==> config.mk <==
export PLATFORM = sky130hd
export DESIGN_NAME = store_check
export DESIGN_NICKNAME = d
export VERILOG_FILES = /design/src/rtl/store_check.sv
export SDC_FILE = /design/constraint.sdc
export NUM_CORES = 1
export LEC_CHECK = 0
export CAP_MARGIN = 20
export CORE_UTILIZATION = 45
export CTS_CLUSTER_SIZE = 28
export DETAILED_ROUTE_END_ITERATION = 6
export GPL_TIMING_DRIVEN = 0
export PLACE_DENSITY = 0.65
export SLEW_MARGIN = 0
export SYNTH_ARGS = -nofsm -noshare
export SYNTH_HDL_FRONTEND = slang
export SYNTH_SLANG_ARGS = --single-unit
==> constraint.sdc <==
create_clock -name clk -period 6.9 [get_ports clk]
set_clock_uncertainty 0.05 [all_clocks]
set_input_delay 1.38 -clock clk [delete_from_list [all_inputs] [get_ports clk]]
set_output_delay 1.38 -clock clk [all_outputs]
set_load 0.02 [all_outputs]
==> src/rtl/store_check.sv <==
// Store-stream checker: compares core stores against a loadable table of (address, data) pairs.
// Define STORE_CHECK_FAILCAP_EN to add fail_adr/fail_data capture of the offending store.
module store_check #(
  parameter int                ADDR_W   = 32,
  parameter int                DATA_W   = 32,
  parameter int                N_CHECK  = 4,
  parameter logic [ADDR_W-1:0] IGN_ADR  = 32'd96,
  parameter logic [ADDR_W-1:0] IGN_MASK = 32'hFFFF_FFFC,
  parameter int                TIMEOUT  = 4096,
  localparam int               CW       = $clog2(N_CHECK + 1),
  localparam int               TW       = $clog2(TIMEOUT)
) (
  input  logic              clk,
  input  logic              reset,
  input  logic              MemWrite,
  input  logic [ADDR_W-1:0] DataAdr,
  input  logic [DATA_W-1:0] WriteData,
  input  logic              cfg_we,
  input  logic [CW-1:0]     cfg_idx,
  input  logic [ADDR_W-1:0] cfg_adr,
  input  logic [DATA_W-1:0] cfg_data,
  input  logic              start,
  input  logic [CW-1:0]     start_count,
  output logic              done,
  output logic              pass,
  output logic [1:0]        fail_code,
  output logic [CW-1:0]     match_cnt
`ifdef STORE_CHECK_FAILCAP_EN
  ,
  output logic [ADDR_W-1:0] fail_adr,
  output logic [DATA_W-1:0] fail_data
`endif
);

  // state | meaning
  // IDLE  | after reset, waiting for start
  // ARMED | matching stores against the table, timer running
  // PASS  | all expected stores seen in order, verdict held
  // FAIL  | unexpected address, data mismatch or timeout, verdict held
  typedef enum logic [1:0] {S_IDLE, S_ARMED, S_PASS, S_FAIL} state_t;

  state_t              r_state, w_state_nxt;
  logic [CW-1:0]       r_ptr, w_ptr_nxt;
  logic [CW-1:0]       r_n, w_n_nxt;
  logic [TW-1:0]       r_timer, w_timer_nxt;
  logic                r_done, w_done_nxt;
  logic                r_pass, w_pass_nxt;
  logic [1:0]          r_fail_code, w_code_nxt;

  logic [ADDR_W-1:0]   r_exp_adr  [N_CHECK];
  logic [DATA_W-1:0]   r_exp_data [N_CHECK];
  logic [ADDR_W-1:0]   w_exp_adr;
  logic [DATA_W-1:0]   w_exp_data;

  logic                w_adr_hit, w_data_ok, w_ign, w_final, w_tmo;
  logic [CW-1:0]       w_n_clamp;

  // Out-of-range indices select nothing, which keeps the read mux lint-clean.
  always_comb begin
    w_exp_adr  = '0;
    w_exp_data = '0;
    for (int i = 0; i < N_CHECK; i++) begin
      if (r_ptr == CW'(i)) begin
        w_exp_adr  = r_exp_adr[i];
        w_exp_data = r_exp_data[i];
      end
    end
  end

  assign w_adr_hit = MemWrite && (DataAdr == w_exp_adr);
  assign w_data_ok = (WriteData == w_exp_data);
  assign w_ign     = MemWrite && ((DataAdr & IGN_MASK) == (IGN_ADR & IGN_MASK));
  assign w_final   = w_adr_hit && w_data_ok && ((r_ptr + CW'(1)) == r_n);
  assign w_tmo     = (r_timer == TW'(TIMEOUT - 1));
  assign w_n_clamp = (start_count > CW'(N_CHECK)) ? CW'(N_CHECK) : start_count;

  always_comb begin
    w_state_nxt = r_state;
    w_ptr_nxt   = r_ptr;
    w_n_nxt     = r_n;
    w_timer_nxt = r_timer;
    w_done_nxt  = r_done;
    w_pass_nxt  = r_pass;
    w_code_nxt  = r_fail_code;
    if (start) begin
      w_state_nxt = S_ARMED;
      w_ptr_nxt   = '0;
      w_timer_nxt = '0;
      w_n_nxt     = w_n_clamp;
      w_done_nxt  = 1'b0;
      w_pass_nxt  = 1'b0;
      w_code_nxt  = 2'd0;
    end else if (r_state == S_ARMED) begin
      w_timer_nxt = r_timer + TW'(1);
      // A final matching store wins over a timeout on the same edge.
      if (r_n == '0 || w_final) begin
        w_state_nxt = S_PASS;
        w_ptr_nxt   = w_final ? r_ptr + CW'(1) : r_ptr;
        w_done_nxt  = 1'b1;
        w_pass_nxt  = 1'b1;
      end else if (w_tmo) begin
        w_state_nxt = S_FAIL;
        w_done_nxt  = 1'b1;
        w_code_nxt  = 2'd3;
      end else if (w_adr_hit) begin
        if (w_data_ok) begin
          w_ptr_nxt = r_ptr + CW'(1);
        end else begin
          w_state_nxt = S_FAIL;
          w_done_nxt  = 1'b1;
          w_code_nxt  = 2'd2;
        end
      end else if (MemWrite && !w_ign) begin
        w_state_nxt = S_FAIL;
        w_done_nxt  = 1'b1;
        w_code_nxt  = 2'd1;
      end
    end
  end

  always_ff @(posedge clk or negedge reset) begin
    if (!reset) begin
      r_state     <= S_IDLE;
      r_ptr       <= '0;
      r_n         <= '0;
      r_timer     <= '0;
      r_done      <= 1'b0;
      r_pass      <= 1'b0;
      r_fail_code <= 2'd0;
    end else begin
      r_state     <= w_state_nxt;
      r_ptr       <= w_ptr_nxt;
      r_n         <= w_n_nxt;
      r_timer     <= w_timer_nxt;
      r_done      <= w_done_nxt;
      r_pass      <= w_pass_nxt;
      r_fail_code <= w_code_nxt;
    end
  end

  // Table is frozen while a check is running.
  always_ff @(posedge clk or negedge reset) begin
    if (!reset) begin
      for (int i = 0; i < N_CHECK; i++) begin
        r_exp_adr[i]  <= '0;
        r_exp_data[i] <= '0;
      end
    end else if (cfg_we && r_state != S_ARMED) begin
      for (int i = 0; i < N_CHECK; i++) begin
        if (cfg_idx == CW'(i)) begin
          r_exp_adr[i]  <= cfg_adr;
          r_exp_data[i] <= cfg_data;
        end
      end
    end
  end

`ifdef STORE_CHECK_FAILCAP_EN
  logic [ADDR_W-1:0] r_fail_adr;
  logic [DATA_W-1:0] r_fail_data;

  always_ff @(posedge clk or negedge reset) begin
    if (!reset) begin
      r_fail_adr  <= '0;
      r_fail_data <= '0;
    end else if (start) begin
      r_fail_adr  <= '0;
      r_fail_data <= '0;
    end else if (r_state == S_ARMED && w_state_nxt == S_FAIL) begin
      if (w_code_nxt == 2'd3) begin
        r_fail_adr  <= w_exp_adr;
        r_fail_data <= w_exp_data;
      end else begin
        r_fail_adr  <= DataAdr;
        r_fail_data <= WriteData;
      end
    end
  end

  assign fail_adr  = r_fail_adr;
  assign fail_data = r_fail_data;
`endif

  assign done      = r_done;
  assign pass      = r_pass;
  assign fail_code = r_fail_code;
  assign match_cnt = r_ptr;

endmodule

## Word-level counts from Yosys, hierarchy flattened

Index checks and enable logic that the tools add are counted.

| storage, ports and cells | value |
|---|---|
| bits in registers | 280 |
| logic and storage cells | 103 |

| operators by class | value |
|---|---|
| $add $sub $neg | 2 |
| multiplexer cells | 42 |
| order comparisons | 1 |
| reductions and logical operators | 25 |
| eq/ne operators | 18 |

Operators by type and width:

| cell | count |
|---|---|
| two-way mux 32 bit | 8 |
| == test 32 bit | 2 |
| == test 30 x 5 -> 1 bit (second input constant) | 1 |
| two-way mux 2 bit | 14 |
| two-way mux 12 bit | 2 |
| two-way mux 3 bit | 8 |
| adder 12 x 1 -> 12 bit (second input constant) | 1 |
| == test 12 bit (second input constant) | 1 |
| == test 3 x 2 -> 1 bit (second input constant) | 4 |
| two-way mux 1 bit | 10 |
| AND reduction 2 bit | 5 |
| zero test 3 bit | 3 |
| == test 3 x 1 -> 1 bit (second input constant) | 2 |
| logical AND 1 bit | 6 |
| nonzero test 3 bit | 2 |
| inequality test 5 x 3 -> 1 bit (second input constant) | 1 |
| AND reduction 5 bit | 1 |
| nonzero test 5 bit | 1 |
| inequality test 4 x 3 -> 1 bit (second input constant) | 1 |
| AND reduction 4 bit | 1 |
| nonzero test 2 bit | 2 |
| nonzero test 4 bit | 1 |
| adder 3 x 1 -> 3 bit (second input constant) | 1 |
| == test 3 bit | 1 |
| other kinds (9) | 9 |

## Longest topological paths before layout

Gate-level depths: netlist of the first run.

| depth | value |
|---|---|
| word-level depth | 13 |
| gate-level depth with buffers | 15 |

## Least setup slack after synthesis of the first run

No wires, ideal clock.

| timing | value |
|---|---|
| path type | in2reg |
| start | input WriteData[4] |
| end | register r_ptr[1], in the netlist match_cnt[1] |
| cell stages on the path | 8 |
| required time | 6,718 ps |
| arrival | 3,485 ps |
| setup slack | 3,233 ps |
| cells stage by stage | or4_1 a21oi_1 a32oi_1 or4_4 a2111oi_4 nand4_2 mux2i_1 nor2_1 |

| between the ends | value |
|---|---|
| longest elaborated chain between the ends | 7 |
| elaborated cells on any way between the ends | 12 |

Ends and longest elaborated chain:

| item | line | source |
|---|---|---|
| from (decl) | 17 | `input logic [DATA_W-1:0] WriteData,` |
| == test 32 bit * | 71 | `assign w_data_ok = (WriteData == w_exp_data);` |
| logical AND 1 bit (2 in a row) | 73 | `assign w_final = w_adr_hit && w_data_ok && ((r_ptr + CW'(1)) == r_n);` |
| logical OR 1 bit | 96 | `if (r_n == '0 \|\| w_final) begin` |
| two-way mux 3 bit | 96 |  |
| two-way mux 3 bit | 93 | `end else if (r_state == S_ARMED) begin` |
| two-way mux 3 bit | 85 | `if (start) begin` |
| to (signal assigned) | 132 | `r_ptr <= w_ptr_nxt;` |
| to (decl) | 43 | `logic [CW-1:0] r_ptr, w_ptr_nxt;` |

Mark *: on every way between the ends. The rest lies on a longest branch, timed or not. The select of a mux whose other input is x is not followed.
A chain may end at the register's enable or synchronous reset.

## Worst setup path after layout of the first run

| timing | value |
|---|---|
| start | register r_ptr[2], in the netlist match_cnt[2] |
| end | register r_fail_code[1], in the netlist fail_code[1] |

| between the ends | value |
|---|---|
| longest elaborated chain between the ends | 12 |
| elaborated cells on any way between the ends | 29 |

Ends and longest elaborated chain:

| item | line | source |
|---|---|---|
| zero test 3 bit | 63 | `if (r_ptr == CW'(i)) begin` |
| two-way mux 32 bit (4 in a row) | 63 |  |
| == test 32 bit | 70 | `assign w_adr_hit = MemWrite && (DataAdr == w_exp_adr);` |
| logical AND 1 bit | 70 |  |
| two-way mux 2 bit / logical AND 1 bit (equally long branches) | 105, 73 |  |
| two-way mux 2 bit / logical AND 1 bit (equally long branches) | 101, 73 |  |
| two-way mux 2 bit / logical OR 1 bit (equally long branches) | 96 |  |
| two-way mux 2 bit / inequality test 2 bit (equally long branches) | - |  |
| two-way mux 2 bit / AND reduction 4 bit (equally long branches) | - |  |
| to (signal assigned) | 137 | `r_fail_code <= w_code_nxt;` |
| to (decl) | 48 | `logic [1:0] r_fail_code, w_code_nxt;` |

Parallel ways exist; a longest one is shown, timed or not. The select of a mux whose other input is x is not followed.

==> impl_summary.txt, run 1 <==
----------------------------------------------------
[Run status]
  Run status ... finished clean

[Routing]
  Detail-routed via count per cell ... 6.140
  Post-route DRC violation count ... 0
  Detailed-routing iteration count for the pre-antenna-repair pass ... 5
  Routed Wire Length ... 53280 um
  First-iteration detailed-routing DRC count ... 1199
  Via Count ... 12030
  Number of nets with antenna violations after routing ... 0
  Post-detailed-route wirelength per cell ... 27.20 um

[Place]
  DP Wirelength ... 37820 um
  Total of buffers placed on input and output ports ... 144
  Cell Area, Placed ... 16830 um^2
  Gpl congestion ... 0.9854

[CTS]
  Clk sink count ... 279
  Number of CTS-inserted buffers ... 31
  Clock edge transition at the registers on the reported setup and hold paths ... 0.06 ns
  Maximum buffer depth of the clock tree ... 3
  Clock insertion delay at the later pin of the skew report ... 0.57 ns
  TritonCTS clock tree ... built
  Number of H-tree levels ... 1
  Setup Fix Bufs, Post-CTS ... 0
  Cell at the root of the clock tree ... clkbuf_16
  Hold bufs inserted after CTS ... 0
  CTS resizes ... 0

[Timing]
  Number of hold violations in the final report ... 0
  Number of pins exceeding their max-slew limit in the final report ... 0
  Final Hold Slack ... 0.4503 ns
  Unrepaired setup endpoints after global routing ... no
  Period Utilization, post-route ... 72.11%
  Highest Clock Rate ... 201.0 MHz
  Setup TNS ... 0 ns
  Final critical delay including setup and external delays ... 4.976 ns
  Actual transition at the worst max-transition pin ... 1.192 ns
  Endpoints failing setup ... 0
  Worst relative slew slack ... 20.26%

[Cells and area]
  Final net count ... 1645
  Area of the multi-input gates ... 7114 um^2
  Finished layout cell area ... 17860 um^2
  Signed area change from the synthesized netlist to the final layout ... 20.82%
  Sequential cell area ... 6982 um^2
  Fraction of final layout cells with drive strength greater than 1 ... 24.67%
  Antenna fix cells ... 0
  Filler instances ... 2763

[Min path]
  Hold Path Class ... register to register
  Hold Path Depth ... 1

[Die]
  Chip Height ... 183.2 um
  Die Outline Area ... 33570 um^2
  Core Region ... 31960 um^2
  Standard-cell rows ... 65
  Boundary pin count ... 146
  Starting density of the core ... 46.24%
  Horizontal die dimension ... 183.2 um

[Yosys]
  Syn_nets ... 1466
  Number of different library cells in the post-synthesis netlist ... 82
  Number of enable-type register cells in the synthesized netlist ... 0
  Flip-flop and latch count after synthesis ... 279
  Yosys warning total ... 0
  Sequential-to-total area share from yosys stat ... 47.24%
  Share of synthesized flip-flops with an asynchronous set or reset ... 100.0%
  Synth Flop Type ... dfrtp_1
  Synthesized instance count ... 1321
  Post-synthesis area per instance ... 11.19 um^2
  Total standard cell area after synthesis ... 14780 um^2

[Critical path]
  Reg2Reg Depth ... 14
  Critical Path Start Type ... register
  Most Frequent Cell on Critical Path ... buf_2
  CP max stage cell ... dlygate4sd1_1
  Critical path type ... register to register
  Crit. End Element ... register
  Crit path DAT ... 5.40 ns
  Maximum cell stage delay along the critical path ... 0.61 ns
  CP max FO ... 10
  Worst path top cell family by delay ... buffers and inverters
  Cells along the critical path ... inv_1 > clkbuf_8 > ha_1 > buf_6 > buf_2 > buf_2 > dlygate4sd1_1 > nand2_1 > o211ai_1 > o2111ai_1 > nor4_4 > and2_1 > o311ai_1 > a221oi_2
  Stages on the worst setup path ... 14
  CP Buf/Inv Count ... 6
  Worst EP required ... 7.32 ns

[Global route]
  Number of global-route vias before repair ... 11690
  Remaining global-route overflow ... 0
  GRT Overall Usage ... 31.97%
  Number of antenna violations at the first check in global routing ... 2
  Pin count of the biggest net entering global routing ... 122
  Wire length of the first global-routing pass ... 78340 um

[Power]
  LEAKAGE ... 7.510 nW
  Power density over cell area ... 305.1 nW/um^2
  Worst vdd rail ir drop ... 217.0 uV

[Flow run]
  Number of maximum-capacitance violations ... 0

----------------------------------------------------
==> registers in the layout, indices dropped and copies added (netlist names) <==
name,flops
r_state,2
match_cnt,3
fail_code,2
r_timer,12
r_exp_adr,128
pass,1
r_n,3
r_exp_data,128
==> placed cells by master (no fill, tap or decap), types with 31 or more instances in the layout <==
master	count
a21oi_1	74
clkbuf_1	40
clkbuf_16	31
clkdlybuf4s50_1	143
dfrtp_1	279
inv_1	58
mux2_2	249
nand2_1	85
nand3b_1	31
nor2_1	31
nor2b_1	31
o21ai_0	62
xor2_1	33
==> final timing paths <==
path / slack [ns] / to / start
max reg2reg: 1.92 / fail_code[1] / match_cnt[2]
min: 0.45 / r_exp_data[53] / r_exp_data[53]
max: 1.92 / fail_code[1] / match_cnt[2]
max in group asynchronous: 5.05 / r_exp_data[56] / reset
min in group asynchronous: 0.73 / r_exp_data[39] / reset
min reg2reg: 0.45 / r_exp_data[53] / r_exp_data[53]
==> synthesized netlist by cell type (4+ instances only) <==
master / n / area share [%]
o21ai_1: 5 / 0.17
inv_1: 58 / 1.5
mux2i_1: 14 / 0.95
nor3_1: 14 / 0.47
nor4_1: 15 / 0.63
nand4b_1: 5 / 0.30
dfrtp_1: 279 / 47
nand2b_1: 14 / 0.59
a221oi_1: 4 / 0.24
o21a_1: 4 / 0.20
o211ai_1: 14 / 0.71
or2_2: 4 / 0.17
o2111ai_1: 7 / 0.41
clkbuf_8: 4 / 0.37
a21oi_1: 74 / 2.5
buf_4: 4 / 0.20
and3_1: 5 / 0.21
o41ai_1: 5 / 0.30
o221ai_1: 5 / 0.30
nor2b_1: 31 / 1.3
a2111o_1: 6 / 0.46
a211oi_1: 12 / 0.61
buf_6: 8 / 0.61
ha_1: 6 / 0.51
a22oi_1: 7 / 0.36
nand2_1: 85 / 2.2
a32oi_1: 12 / 0.71
a2111oi_0: 9 / 0.53
xor2_1: 33 / 2.0
xnor2_1: 18 / 1.1
nand3_1: 18 / 0.61
nor2_1: 31 / 0.79
a31oi_1: 7 / 0.30
buf_2: 28 / 0.95
mux2_2: 249 / 19
nand4_1: 12 / 0.51
clkbuf_1: 34 / 0.86
o211a_1: 5 / 0.34
a2bb2oi_1: 4 / 0.24
nand3b_1: 31 / 1.6
o21ai_0: 62 / 2.1
a221oi_2: 7 / 0.71
o22ai_1: 11 / 0.47
==> kinds of logic (layout without fill, tap and decap cells) <==
logic type	count (synthesis)	count (layout)	share of synthesized area (%)
AO/OA/AOI/OAI	296	296	14.02
AND/OR/NAND/NOR	287	287	10.67
flip-flops	279	279	47.24
multiplexers	263	263	19.92
buffers and inverters	139	342	4.630
XOR/XNOR	51	51	3.022
adder cells (fa/ha/maj)	6	6	0.5079
==> per-stage QoR <==
step                      cells  util, %  total power [mW]  worst slack, ns
after floorplan            1321        -             3.256            3.233
final                      1959    55.87             5.449            1.924
after CTS                  1959    55.87             5.441            2.011
after global routing       1959    55.87             5.680            1.798
after global placement     1900    52.46             3.707           -7.738
after detailed placement   1902    52.64             3.752            2.079
==> power by group <==
group | total (mW) | internal, mW | switching [mW]
logic | 1.26 | 0.693 | 0.569
registers | 2.50 | 2.16 | 0.342
clock network | 1.69 | 0.984 | 0.706
==> layer usage <==
| layer | up-vias | global-route usage (%) | wire (um) |
|---|---|---|---|
| met5 | - | 0 | 26 |
| met4 | 4 | 9.133 | 1450 |
| met3 | 98 | 4.885 | 4378 |
| met2 | 611 | 49.14 | 23740 |
| met1 | 6112 | 46.66 | 23680 |
| li1 | 5203 | - | - |
==> cell type report <==
type,count,share of cell area [%]
Tap cell,435,3.048
Sequential cell,279,39.09
Clock buffer,45,5.087
Timing Repair Buffer,146,8.407
Buffer,81,2.613
Clock inverter,12,0.6936
Multi-Input combinational cell,903,39.84
Inverter,58,1.219
No activity file was read; power rests on OpenSTA's default activity.
==> run 2, diff against run 1 <==
- PLACE_DENSITY: 0.65 -> 0.68
- clock period: 6.9 -> 4.2 ns (I/O delays scaled with it)
==> impl_summary.txt, run 2 (same netlist as run 1, synthesis figures left out) <==
----------------------------------------------------
[Critical path]
  Cells along the critical path ... inv_1 > ha_1 > buf_4 > buf_4 > buf_2 > nand2_1 > o21ai_0 > o2111ai_1 > nor4_1 > a41oi_1 > a2111oi_4 > buf_4 > buf_4 > mux2i_1 > o221ai_1 > a21oi_1
  Maximum cell stage delay along the critical path ... 0.45 ns
  CP max stage cell ... dfrtp_1
  CP max FO ... 10
  CP Buf/Inv Count ... 6
  Critical Path Start Type ... register
  Crit. End Element ... register
  Most Frequent Cell on Critical Path ... buf_4
  Worst EP required ... 4.64 ns
  Worst path top cell family by delay ... buffers and inverters
  Critical path type ... register to register
  Crit path DAT ... 4.54 ns

[CTS]
  Cell at the root of the clock tree ... clkbuf_16
  Clock insertion delay at the later pin of the skew report ... 0.58 ns
  Number of H-tree levels ... 1
  Number of CTS-inserted buffers ... 31
  TritonCTS clock tree ... built
  Maximum buffer depth of the clock tree ... 3
  Clk sink count ... 279
  Clock edge transition at the registers on the reported setup and hold paths ... 0.06 ns

[Die]
  Core Region ... 31960 um^2
  Chip Height ... 183.2 um
  Horizontal die dimension ... 183.2 um
  Die Outline Area ... 33570 um^2
  Standard-cell rows ... 65
  Starting density of the core ... 46.24%
  Boundary pin count ... 146

[Power]
  Worst vdd rail ir drop ... 344.6 uV
  LEAKAGE ... 7.553 nW
  Overall power of the completed layout ... 9.056 mW
  Power density over cell area ... 504.0 nW/um^2

[Cells and area]
  Finished layout cell area ... 17970 um^2
  Largest registers in the final layout ... r_exp_adr x128, r_exp_data x128, r_timer x12
  Signed area change from the synthesized netlist to the final layout ... 21.57%
  Most common library cell in the layout ignoring fill and taps ... dfrtp_1
  Filler instances ... 2778
  Fraction of final layout cells with drive strength greater than 1 ... 25.25%
  Final net count ... 1648
  Post-layout utilization of the core ... 56.22%
  Antenna fix cells ... 0
  Highest-count cells in the layout ignoring fill and taps ... dfrtp_1 (278), mux2_2 (249), clkdlybuf4s50_1 (143)

[Routing]
  Via Count ... 12140
  Max Used Layer ... met4
  Routed met2 length ... 23100 um
  Detail-routed via count per cell ... 6.195
  Routed wire length on met3 ... 4798 um
  Detailed-routing iteration count for the pre-antenna-repair pass ... 6
  Number of nets with antenna violations after routing ... 0
  Routed Wire Length ... 52190 um
  Post-route DRC violation count ... 0
  Post-detailed-route wirelength per cell ... 26.63 um
  First-iteration detailed-routing DRC count ... 1337
  Routed length on met1 ... 22600 um

[Run status]
  Run status ... finished clean

[Global route]
  Wire length of the first global-routing pass ... 77100 um
  Remaining global-route overflow ... 0
  Number of global-route vias before repair ... 11870
  Pin count of the biggest net entering global routing ... 123
  GRT Overall Usage ... 31.41%
  Number of antenna violations at the first check in global routing ... 0

[Timing]
  Worst relative slew slack ... 32.01%
  Highest Clock Rate ... 244.1 MHz
  Final critical delay including setup and external delays ... 4.096 ns
  Setup TNS ... 0 ns
  Number of hold violations in the final report ... 0
  Actual transition at the worst max-transition pin ... 1.016 ns
  Final Hold Slack ... 0.1789 ns
  Number of pins exceeding their max-slew limit in the final report ... 0
  Endpoints failing setup ... 0
  Unrepaired setup endpoints after global routing ... no
  Period Utilization, post-route ... 97.53%

[Place]
  Gpl congestion ... 0.9799
  Total of buffers placed on input and output ports ... 144
  Cell Area, Placed ... 16830 um^2
  DP Wirelength ... 37180 um

[Min path]
  Hold Path Class ... input port to async pin

[Flow run]
  Number of maximum-capacitance violations ... 0

----------------------------------------------------
[run 2: cell count changes in the layout (fill, tap and decap cells not counted), moves of 3 or more]
cell,before,now
buf_2,28,20
buf_4,4,10
clkbuf_4,0,5
clkbuf_1,40,37
clkbuf_8,12,9
bufinv_16,2,5
[run 2: worst paths after layout]
path | from | end | slack [ns] | cells past startpoint
max | match_cnt[0] | fail_code[0] | 0.10 | 16
min | reset | r_exp_adr[62] | 0.18 | 1
max reg2reg | match_cnt[0] | fail_code[0] | 0.10 | 16
min reg2reg | r_exp_adr[46] | r_exp_adr[46] | 0.45 | 1
max in group asynchronous | reset | match_cnt[2] | 2.45 | 3
min in group clk | r_exp_adr[46] | r_exp_adr[46] | 0.45 | 1
[run 2: metrics by stage]
step	cells	setup WS [ns]
detailed placement	1902	-0.5128
global route	1960	0.03399
floorplan	1321	0.8014
global placement	1900	-9.805
CTS	1958	0.01015
finish	1960	0.1038
[run 2: where the power goes]
| part | internal (mW) | total [mW] | switching, mW | leakage (nW) |
|---|---|---|---|---|
| Clock | 1.74 | 2.88 | 1.14 | 0.524 |
| Combinational | 1.14 | 2.07 | 0.932 | 3.59 |
| Sequential | 3.54 | 4.10 | 0.562 | 3.44 |
| Total | 6.43 | 9.06 | 2.63 | 7.55 |
[run 2: metal layers]
layer  up-vias  GRT usage, %
met5         -             0
met4         0         10.33
met3       103         5.620
met2       636         48.20
met1      6193         44.83
li1       5211             -
[run 2: worst reg2reg max path, cell delays in order, from the launching register on]
cell       delay [ns]
dfrtp_1          0.45
inv_1            0.14
ha_1             0.16
buf_4            0.24
buf_4            0.28
buf_2            0.43
nand2_1          0.09
o21ai_0          0.44
o2111ai_1        0.16
nor4_1           0.31
a41oi_1          0.23
a2111oi_4        0.30
buf_4            0.21
buf_4            0.12
mux2i_1          0.17
o221ai_1         0.11
a21oi_1          0.14
[run 2: cell type report]
class                           instances  area [um^2]  share of cell area, %
Tap cell                              435        544.3                  3.029
Multi-Input combinational cell        903         7123                  39.64
Buffer                                 80        490.5                  2.730
Clock inverter                         14        211.5                  1.177
Timing Repair Buffer                  150         1531                  8.523
Sequential cell                       279         6983                  38.86
Inverter                               58        221.5                  1.233
Clock buffer                           41        863.3                  4.805
[run 2: repair_timing]
| action | CTS | global route |
|---|---|---|
| resized for setup | 5 | 11 |
| hold buffers | 0 | 0 |
| setup buffers | 2 | 2 |
| cloned | 0 | 0 |
| setup endpoints to repair | 8 | 8 |
| pin swaps | 2 | 2 |
